[src/rtl/exibidor_sequencia_pkg.sv]
// Shared types for the sequence playback engine: FSM state encoding (also
// exported on db_estado for the 7-segment debug display) and timer sizing.
package exibidor_sequencia_pkg;

  localparam int ESTADO_W = 4;

  typedef enum logic [ESTADO_W-1:0] {
    OCIOSO   = 4'd0,
    ENDERECA = 4'd1,
    CAPTURA  = 4'd2,
    ACESO    = 4'd3,
    APAGADO  = 4'd4,
    PROXIMO  = 4'd5,
    FIM      = 4'd6
  } estado_t;

  // Width that can hold max(on, off) cycles, shared by both intervals.
  function automatic int largura_timer(input int on_ciclos, input int off_ciclos);
    int maior;
    maior = (on_ciclos > off_ciclos) ? on_ciclos : off_ciclos;
    return $clog2(maior + 1);
  endfunction

endpackage

[src/rtl/exibidor_sequencia_if.sv]
// Bundle between the control unit / RAM / LED side and the playback engine.
// The engine takes the slave view; the surrounding game logic takes the master view.
interface exibidor_sequencia_if #(
  parameter int ADDR_W = 4,
  parameter int DATA_W = 4
);

  logic                                     iniciar;
  logic                                     abortar;
  logic [ADDR_W-1:0]                        rodada;
  logic [ADDR_W-1:0]                        mem_addr;
  logic [DATA_W-1:0]                        mem_dado;
  logic [DATA_W-1:0]                        leds;
  logic                                     ocupado;
  logic                                     pronto;
  logic [exibidor_sequencia_pkg::ESTADO_W-1:0] db_estado;
  logic [ADDR_W-1:0]                        db_indice;

  modport master (
    output iniciar, abortar, rodada, mem_dado,
    input  mem_addr, leds, ocupado, pronto, db_estado, db_indice
  );

  modport slave (
    input  iniciar, abortar, rodada, mem_dado,
    output mem_addr, leds, ocupado, pronto, db_estado, db_indice
  );

endinterface

[src/rtl/exibidor_sequencia_temporizador_exibicao.sv]
// Cycle counter for the lit and blank intervals: cleared by zera, advanced by
// conta, and reporting fim while the count equals limite.
module temporizador_exibicao #(
  parameter int TIMER_W = 3
) (
  input  logic               clock,
  input  logic               reset,
  input  logic               zera,
  input  logic               conta,
  input  logic [TIMER_W-1:0] limite,
  output logic               fim
);

  logic [TIMER_W-1:0] contagem_q;
  logic [TIMER_W-1:0] contagem_d;

  // Clearing wins over counting so the FSM can restart the interval on the
  // same cycle the previous one ends.
  always_comb begin
    contagem_d = contagem_q;
    if (zera) begin
      contagem_d = '0;
    end else if (conta) begin
      contagem_d = contagem_q + TIMER_W'(1);
    end
  end

  // NOTE: state registers use non-blocking assignments so every flop samples
  // the pre-edge values regardless of process evaluation order.
  always_ff @(posedge clock or negedge reset) begin
    if (!reset) begin
      contagem_q <= '0;
    end else begin
      contagem_q <= contagem_d;
    end
  end

  assign fim = (contagem_q == limite);

endmodule

[src/rtl/exibidor_sequencia.sv]
// Sequence playback engine: walks RAM addresses 0..rodada, lights each value on
// leds for ON_CICLOS cycles, blanks for OFF_CICLOS cycles, then pulses pronto.
module exibidor_sequencia
  import exibidor_sequencia_pkg::*;
#(
  parameter int ON_CICLOS  = 500,
  parameter int OFF_CICLOS = 250,
  parameter int ADDR_W     = 4,
  parameter int DATA_W     = 4
) (
  input  logic                 clock,
  input  logic                 reset,
  exibidor_sequencia_if.slave  bus
);

  localparam int                 TIMER_W    = largura_timer(ON_CICLOS, OFF_CICLOS);
  localparam logic [TIMER_W-1:0] LIMITE_ON  = TIMER_W'(ON_CICLOS - 1);
  localparam logic [TIMER_W-1:0] LIMITE_OFF = TIMER_W'(OFF_CICLOS - 1);

  estado_t             estado_q,   estado_d;
  logic [ADDR_W-1:0]   indice_q,   indice_d;
  logic [ADDR_W-1:0]   rodada_q,   rodada_d;
  logic [DATA_W-1:0]   dado_q,     dado_d;
  logic [DATA_W-1:0]   leds_q,     leds_d;
  logic [ADDR_W-1:0]   mem_addr_q;
  logic                ocupado_q,  ocupado_d;
  logic                pronto_q,   pronto_d;

  logic                timer_zera;
  logic                timer_conta;
  logic                timer_fim;
  logic [TIMER_W-1:0]  timer_limite;

  temporizador_exibicao #(
    .TIMER_W (TIMER_W)
  ) u_temporizador (
    .clock  (clock),
    .reset  (reset),
    .zera   (timer_zera),
    .conta  (timer_conta),
    .limite (timer_limite),
    .fim    (timer_fim)
  );

  // NOTE: every signal written here gets a default first, so no path through
  // the case statement can leave one unassigned and infer a latch.
  always_comb begin
    estado_d     = estado_q;
    indice_d     = indice_q;
    rodada_d     = rodada_q;
    dado_d       = dado_q;
    timer_zera   = 1'b0;
    timer_conta  = 1'b0;
    timer_limite = LIMITE_ON;

    if (bus.abortar && (estado_q != OCIOSO)) begin
      estado_d   = OCIOSO;
      indice_d   = '0;
      timer_zera = 1'b1;
    end else begin
      case (estado_q)
        OCIOSO: begin
          if (bus.iniciar && !bus.abortar) begin
            rodada_d = bus.rodada;
            indice_d = '0;
            estado_d = ENDERECA;
          end
        end
        ENDERECA: estado_d = CAPTURA;
        CAPTURA: begin
          dado_d     = bus.mem_dado;
          timer_zera = 1'b1;
          estado_d   = ACESO;
        end
        ACESO: begin
          timer_conta = 1'b1;
          if (timer_fim) begin
            timer_zera = 1'b1;
            estado_d   = APAGADO;
          end
        end
        APAGADO: begin
          timer_limite = LIMITE_OFF;
          timer_conta  = 1'b1;
          if (timer_fim) begin
            timer_zera = 1'b1;
            estado_d   = PROXIMO;
          end
        end
        PROXIMO: begin
          // Compare before incrementing so rodada = 2**ADDR_W - 1 never wraps.
          if (indice_q == rodada_q) begin
            estado_d = FIM;
          end else begin
            indice_d = indice_q + ADDR_W'(1);
            estado_d = ENDERECA;
          end
        end
        FIM: begin
          indice_d = '0;
          estado_d = OCIOSO;
        end
        default: estado_d = OCIOSO;
      endcase
    end

    // Visible outputs follow the current state one cycle later; an abort
    // blanks them on the same edge that returns the FSM to OCIOSO.
    leds_d    = (estado_q == ACESO && !bus.abortar) ? dado_q : '0;
    pronto_d  = (estado_q == FIM) && !bus.abortar;
    ocupado_d = (estado_q != OCIOSO) && !bus.abortar;
  end

  always_ff @(posedge clock or negedge reset) begin
    if (!reset) begin
      estado_q   <= OCIOSO;
      indice_q   <= '0;
      rodada_q   <= '0;
      dado_q     <= '0;
      leds_q     <= '0;
      mem_addr_q <= '0;
      ocupado_q  <= 1'b0;
      pronto_q   <= 1'b0;
    end else begin
      estado_q   <= estado_d;
      indice_q   <= indice_d;
      rodada_q   <= rodada_d;
      dado_q     <= dado_d;
      leds_q     <= leds_d;
      mem_addr_q <= indice_d;
      ocupado_q  <= ocupado_d;
      pronto_q   <= pronto_d;
    end
  end

  assign bus.mem_addr  = mem_addr_q;
  assign bus.leds      = leds_q;
  assign bus.ocupado   = ocupado_q;
  assign bus.pronto    = pronto_q;
  assign bus.db_estado = estado_q;
  assign bus.db_indice = indice_q;

endmodule

[src/flat_wrapper.sv]
// flat-port wrapper written by rule: the top's interface ports become plain ports
module exibidor_sequencia_flat import exibidor_sequencia_pkg::*;
#(
  parameter int ON_CICLOS  = 500,
  parameter int OFF_CICLOS = 250,
  parameter int ADDR_W     = 4,
  parameter int DATA_W     = 4
)
  (clock, reset, bus_iniciar, bus_abortar, bus_rodada, bus_mem_dado, bus_mem_addr, bus_leds, bus_ocupado, bus_pronto, bus_db_estado, bus_db_indice);
  exibidor_sequencia_if #(.ADDR_W(ADDR_W), .DATA_W(DATA_W)) bus_i ();
  input  logic clock;
  input  logic reset;
  input wire logic [$bits(bus_i.iniciar)-1:0] bus_iniciar;
  input wire logic [$bits(bus_i.abortar)-1:0] bus_abortar;
  input wire logic [$bits(bus_i.rodada)-1:0] bus_rodada;
  input wire logic [$bits(bus_i.mem_dado)-1:0] bus_mem_dado;
  output wire logic [$bits(bus_i.mem_addr)-1:0] bus_mem_addr;
  output wire logic [$bits(bus_i.leds)-1:0] bus_leds;
  output wire logic [$bits(bus_i.ocupado)-1:0] bus_ocupado;
  output wire logic [$bits(bus_i.pronto)-1:0] bus_pronto;
  output wire logic [$bits(bus_i.db_estado)-1:0] bus_db_estado;
  output wire logic [$bits(bus_i.db_indice)-1:0] bus_db_indice;
  assign bus_i.iniciar = bus_iniciar;
  assign bus_i.abortar = bus_abortar;
  assign bus_i.rodada = bus_rodada;
  assign bus_i.mem_dado = bus_mem_dado;
  assign bus_mem_addr = bus_i.mem_addr;
  assign bus_leds = bus_i.leds;
  assign bus_ocupado = bus_i.ocupado;
  assign bus_pronto = bus_i.pronto;
  assign bus_db_estado = bus_i.db_estado;
  assign bus_db_indice = bus_i.db_indice;
  exibidor_sequencia #(.ON_CICLOS(ON_CICLOS), .OFF_CICLOS(OFF_CICLOS), .ADDR_W(ADDR_W), .DATA_W(DATA_W)) u_core (.clock(clock), .reset(reset), .bus(bus_i));
endmodule
[config.mk]
export PLATFORM = sky130hd
export DESIGN_NAME = exibidor_sequencia_flat
export DESIGN_NICKNAME = d
export VERILOG_FILES = /design/src/rtl/exibidor_sequencia_pkg.sv /design/src/rtl/exibidor_sequencia_if.sv /design/src/rtl/exibidor_sequencia_temporizador_exibicao.sv /design/src/rtl/exibidor_sequencia.sv /design/src/flat_wrapper.sv
export SDC_FILE = /design/constraint.sdc
export NUM_CORES = 1
export LEC_CHECK = 0
export CELL_PAD_IN_SITES_DETAIL_PLACEMENT = 2
export CELL_PAD_IN_SITES_GLOBAL_PLACEMENT = 2
export CORE_ASPECT_RATIO = 0.75
export CORE_MARGIN = 4
export CORE_UTILIZATION = 30
export CTS_BUF_LIST = sky130_fd_sc_hd__clkbuf_16
export DETAILED_ROUTE_END_ITERATION = 10
export GPL_TIMING_DRIVEN = 1
export PLACE_DENSITY_LB_ADDON = 0.1
export SLEW_MARGIN = 10
export SYNTH_ARGS = -nofsm -noshare
export SYNTH_HDL_FRONTEND = slang
export SYNTH_SLANG_ARGS = --single-unit
[constraint.sdc]
create_clock -name clock -period 2.4 [get_ports clock]
set_input_delay 0.48 -clock clock [delete_from_list [all_inputs] [get_ports clock]]
set_output_delay 0.48 -clock clock [all_outputs]
set_load 0.01 [all_outputs]
==> results, run 1 <==
- The run finished with clean final reports.
- For this design the total switching power over the nets is 345.9 uW.
- After technology mapping, the gate count stands at 150.
- The I/O pin total is 30.
- In this run, post-CTS repair resized a total of 0 instances.
- Of the total power, combinational logic draws 0.142.
- STA classifies the critical path startpoint as a primary input.
- Buffers added to address setup during post-CTS repair amount to 0.
- At the later pin of the worst-skew pair, clock insertion delay measures 0.27 ns.
- Max-cap violations in this run came to 0.
- The biggest area contributor in the post-synthesis netlist is sky130_fd_sc_hd__dfrtp_1.
- The delay contributed by the slowest stage of the critical path is 0.55 ns.
- The area of the core is 4955 sq um.
- Internal power comes to 1036 uW.
- The minimum setup slack among reg-to-reg paths is 0.33 ns.
- The count of pins over their slew limit is 0.
- Setup repair after global routing left no endpoint under its margin.
- The kind of capture point of the worst setup path is a flip-flop.
- For the worst setup path, the data required time is 2.55 ns.
- In this run the most critical hold path is launched from u_core.dado_q[2].
- The net total in the final layout is 197.
- The initial antenna violation count was 0.
- The core occupancy in the finished layout is 0.4136.
- For the final database, setup skew stands at 0.003767 ns.
- Entering global routing, the biggest net connects 31 pins.
- The number of sinks driven by the clock tree is 30.
- The congestion estimate from routability-driven global placement came to 0.7695.
- The fraction of post-synthesis cell area in the top cell type by area is 0.4835.
- In the final routed layout, each cell accounts on average for 17.32 microns.
- The overall overflow remaining after global route is 0.
- The leakage power is 0.0008587 uW.
- The combined area of the multi-input logic cells is 749.5 sq um.
- The repair_antennas step left the layout with diodes totalling 0.
- The worst-case IR drop observed on VDD is 262.7 uV.
- TritonCTS created 5 clock buffers.
- The number of vias after detailed routing is 1239.
- The average via count per standard cell is 5.078.
- After synthesis, the share of flip-flops with an asynchronous set or reset is 1.000.
- For this run, the leading register cell type out of synthesis is sky130_fd_sc_hd__dfrtp_1.
- In this run the deepest clock path goes through 2 buffers.
- The floorplan step set the die width to 91.07 microns.
- The library cell contributing the largest single delay on the critical path is sky130_fd_sc_hd__or4b_1.
- The count of flip-flops with a built-in enable after synthesis is 0.
- Counting instances in the post-synthesis netlist gives the leading cell types as sky130_fd_sc_hd__dfrtp_1, sky130_fd_sc_hd__nor2_1, sky130_fd_sc_hd__nand2_1.
- The violation count after the first detailed-routing iteration is 37.
- The number of cells on the worst reg-to-reg path is 5.
- The first global-routing pass estimated 7307 microns of wire.
- The share of total power dissipated in sequential elements is 0.427.
- The worst-case setup margin in the final layout is 0.2150 ns.
- In this run the remaining antenna-violating nets after routing total 0.
- Detailed placement finished with a half-perimeter wire length of 3140 microns.
- The critical path goes through clkdlybuf4s50_1 > or4b_1 > mux2i_1 > nand2b_1 > o22ai_4 > nor2_1.
- The root buffer cell chosen for the clock tree is sky130_fd_sc_hd__clkbuf_16.
- Yosys instantiated no cell more often than sky130_fd_sc_hd__dfrtp_1.
- For this run, the total global-route usage over all layers was measured as 0.1444.
- The routed design could run at a clock period as short as 2.185 ns.
- The area of the die is 6403 sq um.
- By area the synthesized netlist is led by sky130_fd_sc_hd__dfrtp_1, sky130_fd_sc_hd__mux2_2, sky130_fd_sc_hd__nor2_1.
- Of the total power, the share spent switching nets is 0.2503.
- The worst register-to-register path ends at u_core.u_temporizador.contagem_q[6].
- Clock-pin slew was measured on the worst setup and hold paths at 0.05 ns.
- The H-tree was split into 2 levels.
- The post-synthesis net count is 164.
- Data on the critical path arrives at its endpoint at 2.33 ns.
- The area used by sequential logic in the layout is 750.7 sq um.
- The count of final setup violators is 0.
- Measured along the y axis, the die boundary spans 70.31 microns.
- Of all nets on the critical path, the largest fanout is 9.
- After synthesis, the mean cell area works out to 10.35 sq um.
- The count of standard-cell rows is 22.
- The number of global-route vias before repair is 1390.
- Dividing the final minimum period by the clock period gives 0.9104.
- For hold timing, the worst endpoint is u_core.bus.leds[2].
- The first TritonRoute pass finished after 4 iterations.
- Of the total power, the clock network draws 0.431.
- The register bit total from synthesis is 30.
- The cell count of the worst hold path is 1.
- The fraction of final layout cells with drive strength greater than 1 is 0.1576.
- Total power for the finished layout comes to 1382 uW.
- Fill cells in the final layout number 521.
- The final hold violation count was 0.
- The number of buffers added on ports is 28.
- Yosys printed 0 warnings.
- The sequential area share after synthesis is 0.4835.
- Derived from the worst setup path, the maximum achievable clock frequency is 457.7 MHz.
- TritonCTS built the clock tree.
- The post-synthesis instance area is 1553 sq um.
- Adding up every negative setup slack in the final design gives 0 ns.
- The wire length reported by the detailed router is 4227 microns.
- The number of hold buffers added after CTS is 0.
- The startpoint of the worst-slack reg-to-reg timing path is u_core.bus.db_estado[2].
- The area growth from synthesis to layout is 31.99%.
- The count of distinct cell types in the synthesized netlist is 37.
- Power spread over the standard cell area amounts to 674.3 nW/um^2.
- The pre-CTS worst setup slack is -0.08570 ns.
- In the routed design, unresolved DRC markers number 0.
- The min-delay analysis places its worst path in the category reg2reg.
- The category of the critical setup timing path is in2reg.
- For this configuration, the core starts out at a cell density of 0.3134.
[state kept, by name (all words and copies together) (netlist names)]
signal / cells
u_core.u_temporizador.contagem_q: 9
u_core.bus.db_indice: 4
u_core.bus.leds: 4
u_core.dado_q: 4
u_core.rodada_q: 4
u_core.bus.db_estado: 3
u_core.bus.ocupado: 1
u_core.bus.pronto: 1
[through the flow]
step	std cells	hold WS (ns)	cell area (sq um)
2_1_floorplan	150	0.1844	1553
3_3_place_gp	236	0.4602	1908
3_5_place_dp	236	0.4671	1908
5_1_grt	244	0.5224	2049
4_1_cts	244	0.4843	2049
6_report	244	0.4788	2049
[cells in the final DEF (no fill, tap or decap), types with 3 or more instances in the layout]
| master | n |
|---|---|
| sky130_fd_sc_hd__xor2_1 | 3 |
| sky130_fd_sc_hd__and3_1 | 3 |
| sky130_fd_sc_hd__dfrtp_1 | 30 |
| sky130_fd_sc_hd__nand2_1 | 11 |
| sky130_fd_sc_hd__mux2_2 | 9 |
| sky130_fd_sc_hd__nor2_1 | 21 |
| sky130_fd_sc_hd__o21ai_0 | 6 |
| sky130_fd_sc_hd__clkbuf_16 | 5 |
| sky130_fd_sc_hd__buf_4 | 7 |
| sky130_fd_sc_hd__nor2b_1 | 4 |
| sky130_fd_sc_hd__and2_1 | 5 |
| sky130_fd_sc_hd__clkdlybuf4s50_1 | 28 |
| sky130_fd_sc_hd__nor3_1 | 4 |
| sky130_fd_sc_hd__nand4_1 | 3 |
| sky130_fd_sc_hd__or3b_2 | 3 |
| sky130_fd_sc_hd__xnor2_1 | 9 |
[cell type report]
cell class | instances | share of cell area
clock buffer | 5 | 0.06105
clock inverter | 3 | 0.007936
multi-input combinational | 111 | 0.3657
sequential | 30 | 0.3663
tap | 60 | 0.03663
timing repair buffer | 35 | 0.1624
[power by group through the flow]
stage / clock network, uW / registers, uW / logic, uW
2_1_floorplan: 0 / 592 / 113
3_3_place_gp: 0 / 594 / 187
3_5_place_dp: 0 / 599 / 201
4_1_cts: 620 / 592 / 202
5_1_grt: 638 / 599 / 219
6_report: 595 / 591 / 196
[logic make-up after synthesis]
kind of cell / synth area share
flops: 0.4835
fa+ha+maj: 0.01611
buf+inv: 0.03384
compound gates: 0.07413
simple gates: 0.2442
xor+xnor: 0.06769
mux: 0.07817
other cells: 0.002415
[worst max-delay path, delay by kind of cell]
family                 cells  cell delay (ns)
AOI/OAI and AO/OA          1             0.32
buffers and inverters      1             0.50
muxes                      1             0.22
and+or+nand+nor            3             0.80
[how the worst max path moves through the flow]
stage	start	endpoint	slack, ns
floorplan	u_core.bus.db_estado[0]	u_core.bus.db_estado[1]	0.61
global placement	bus_abortar	u_core.u_temporizador.contagem_q[5]	-0.005
detailed placement	bus_abortar	u_core.u_temporizador.contagem_q[6]	-0.09
CTS	bus_abortar	u_core.u_temporizador.contagem_q[6]	0.20
global route	bus_abortar	u_core.u_temporizador.contagem_q[7]	0.03
finish	bus_abortar	u_core.u_temporizador.contagem_q[6]	0.21
[metal layers]
metal,share of wire,track usage,vias up,wire length (microns)
met5,0,0,-,0
met4,0.0095,0.03512,0,40
met3,0.052,0.04952,6,218
met2,0.46,0.2325,25,1959
met1,0.48,0.1863,619,2009
li1,-,-,589,-
Note: power is estimated with default switching activity, not from simulation.
==> run 2, diff against run 1 <==
- CORE_UTILIZATION: 30 -> 29
- RECOVER_POWER: default -> 100
- clock period: 2.4 -> 1.98 ns (I/O delays scaled with it)
==> run 2 against run 1 <==
Cell area up 4.3%. Highest routed layer unchanged. Utilization up 1.1 points. Largest cell class is now multi-input gates. Count of clock-buffer cells in the layout unchanged. Sequential power up 21%.
==> results, run 2 (synthesized netlist as in run 1, its figures left out) <==
- Commonest cells after routing, fill and taps aside: sky130_fd_sc_hd__dfrtp_1, sky130_fd_sc_hd__nor2_1, sky130_fd_sc_hd__dlygate4sd3_1, sky130_fd_sc_hd__nand2_1, sky130_fd_sc_hd__clkdlybuf4s50_1 (was sky130_fd_sc_hd__dfrtp_1, sky130_fd_sc_hd__clkdlybuf4s50_1, sky130_fd_sc_hd__nor2_1, sky130_fd_sc_hd__nand2_1).
- The final hold violation count is 0 (unchanged).
- The DRC violation count after routing is 0 (unchanged).
- Run status: complete, no violations (unchanged).
- The internal cell power is 1259 uW (was 1036 uW).
- The number of global-route vias before repair came to 1483 (was 1390).
- The category of the critical setup timing path is reg2out (was in2reg).
- The pin count of the biggest net entering global routing is 31 (unchanged).
- The setup fix buffers added after clock tree synthesis is 0 (unchanged).
- The worst min-delay path category is reg2reg (unchanged).
- The violation count after the first detailed-routing iteration is 35 (was 37).
- The flip-flop count of the largest register after layout is 9 (unchanged).
- The part of the power in the clock network is 0.431 (about the same).
- The count of standard-cell rows is 22 (unchanged).
- The switching power share of the total is 0.2528 (was 0.2503).
- The top achievable clock speed is 528.5 MHz.
- The reg-to-reg endpoint is u_core.u_temporizador.contagem_q[3] (was u_core.u_temporizador.contagem_q[6]).
- The first-pass GRT wire length is 7417 microns (was 7307 microns).
- The count of pins over their slew limit is 0 (unchanged).
- The area used by sequential logic in the layout is 750.7 sq um (unchanged).
- The net total in the final layout is 206 (was 197).
- The area overhead of the layout relative to synthesis is 37.71% (was 31.99%).
- The fraction of final layout cells with drive strength greater than 1 was 0.1969 (was 0.1576).
- The peak fanout along the critical path is 13 (was 9).
- The area of the core was 5037 sq um (was 4955 sq um).
- The number of detailed-route iterations in the first pass is 4 (unchanged).
- The final total power is 1685 uW (was 1382 uW).
- The number of antenna repair diodes came to 0 (unchanged).
- The post-route clock skew is 0.005794 ns (was 0.003767 ns).
- The starting density of the core came to 0.3082 (was 0.3134).
- The number of buffers added on ports is 28 (unchanged).
- The number of buffers on the longest clock path is 2 (unchanged).
- The total global routing track utilization is 0.1478 (was 0.1444).
- The number of buffers added by the clock tree synthesis step came to 5 (unchanged).
- The final sum of negative setup slack is 0 ns (unchanged).
- The number of sinks driven by the clock tree is 30 (unchanged).
- The sequential group share of total power was 0.424 (was 0.427).
- The I/O pin total was 30 (unchanged).
- The minimum setup slack among reg-to-reg paths is 0.12 ns (was 0.33 ns).
- The end point of the critical path is bus_db_estado[0] (was u_core.u_temporizador.contagem_q[6]).
- The slew at the pin with the worst max-slew slack is 0.7457 ns.
- The width of the die came to 92.49 microns (was 91.07 microns).
- The startpoint of the worst-slack reg-to-reg timing path is u_core.bus.db_estado[0] (was u_core.bus.db_estado[2]).
- The combined area of the multi-input logic cells was 788.3 sq um (was 749.5 sq um).
- The data required time of the critical path is 1.58 ns (was 2.55 ns).
- The CTS clock-pin slew for the worst setup and hold paths came to 0.05 ns (about the same).
- The per-cell routed wire length is 16.91 microns (was 17.32 microns).
- The final standard cell count with taps included and fillers excluded is 265 (was 244).
- Setup repair after global routing missed its margin: no (unchanged).
- The estimated wirelength of the detail-placed design came to 3332 microns (was 3140 microns).
- The count of final setup violators is 0 (unchanged).
- The clock tree from TritonCTS was done (unchanged).
- The number of placed instances with taps included was 256 (was 236).
- The number of cells on the worst reg-to-reg path is 5 (unchanged).
- The final-layout fill cell count is 531 (was 521).
- The register with the most flip-flops was u_core.u_temporizador.contagem_q (unchanged).
- The number of max-cap violations is 0 (unchanged).
- The number of routed nets with antenna violations was 0 (unchanged).
- The worst-skew pair later-pin latency is 0.28 ns (was 0.27 ns).
- The critical path launch point is u_core.bus.db_estado[0] (was bus_abortar).
- The power density over cell area is 787.9 nW/um^2 (was 674.3 nW/um^2).
- The leading cell type in the layout, fill and taps excluded is sky130_fd_sc_hd__dfrtp_1 (unchanged).
- The overall overflow remaining after global route came to 0 (unchanged).
- The type of element launching the critical path is a flip-flop (was primary input).
- The part of the cycle the worst path needs is 0.9557.
- The net switching power came to 425.9 uW (was 345.9 uW).
- The clock period minus final worst setup slack is 1.892 ns.
- The leakage power was 0.0009410 uW (was 0.0008587 uW).
- The average via count per standard cell is 4.891 (was 5.078).
- The cell chosen for the clock root is sky130_fd_sc_hd__clkbuf_16 (unchanged).
- The initial antenna violation count is 0 (unchanged).
- The vertical die dimension is 71.37 microns (was 70.31 microns).
- The arrival time of data at the critical path endpoint is 1.50 ns (was 2.33 ns).
- The largest voltage drop on the vdd net is 528.3 uV (was 262.7 uV).
- The placer's final routability congestion estimate was 0.7528 (was 0.7695).
- The number of vias after detailed routing is 1296 (was 1239).
- The worst pin sits at a relative slew slack of 0.5029.
- The wire length reported by the detailed router is 4480 microns (was 4227 microns).
- The deepest level of the CTS H-tree is 2 (unchanged).
- The combinational group share of total power came to 0.146 (was 0.142).
- The area of the die is 6601 sq um (was 6403 sq um).
- The kind of capture point of the worst setup path is an output pin (was flip-flop).
[run 2: power by group through the flow]
stage	combinational, uW	sequential, uW	clock (uW)
finish	245	714	726
detailed placement	250	724	0
global placement	237	718	0
floorplan	137	717	0
CTS	259	715	750
global route	279	722	768
[run 2: metrics by stage]
step	cell area (sq um)	worst slack [ns]	utilization	hold slack (ns)
after global placement	1983	-0.2833	0.3937	0.4568
after detailed placement	1983	-0.4401	0.3937	0.4769
after global routing	2138	0.01101	0.4245	0.5103
final	2138	0.08781	0.4245	0.4874
after CTS	2150	0.04348	0.4267	0.4922
after floorplan	1553	0.1892	-	0.1004
[run 2: worst min path at each step]
stage / from / to / depth (start not counted) / slack [ns]
after global placement: u_core.dado_q[2] / u_core.bus.leds[2] / 1 / 0.46
after detailed placement: u_core.dado_q[0] / u_core.bus.leds[0] / 1 / 0.48
after floorplan: reset / u_core.bus.db_estado[0] / 0 / 0.10
after CTS: u_core.dado_q[2] / u_core.bus.leds[2] / 1 / 0.49
final: u_core.dado_q[1] / u_core.bus.leds[1] / 1 / 0.49
after global routing: u_core.dado_q[2] / u_core.bus.leds[2] / 1 / 0.51
[run 2: per-layer routing]
layer / GRT usage / part of all wire / up-vias
li1: - / - / 606
met1: 0.1828 / 0.46 / 660
met2: 0.2371 / 0.47 / 23
met3: 0.04512 / 0.050 / 7
met4: 0.06919 / 0.019 / 0
met5: 0 / 0 / -
[run 2: timing repair]
item | in CTS | in global routing
hold endpoints to repair | 0 | 0
setup endpoints to repair | 11 | 10
cloned | 1 | 0
pin swaps | 1 | 0
hold buffers | 0 | 0
gates resized for setup | 4 | 3
[run 2: critical path, stage by stage (launching register included)]
cell and delay, ns:
sky130_fd_sc_hd__dfrtp_1 0.44, sky130_fd_sc_hd__buf_4 0.22, sky130_fd_sc_hd__clkdlybuf4s50_1 0.55
[run 2: cell type report]
type	count	area share
Clock inverter	3	0.007607
Multi-Input combinational cell	112	0.3686
Clock buffer	5	0.05851
Tap cell	72	0.04213
Sequential cell	30	0.3511
Timing Repair Buffer	43	0.1720
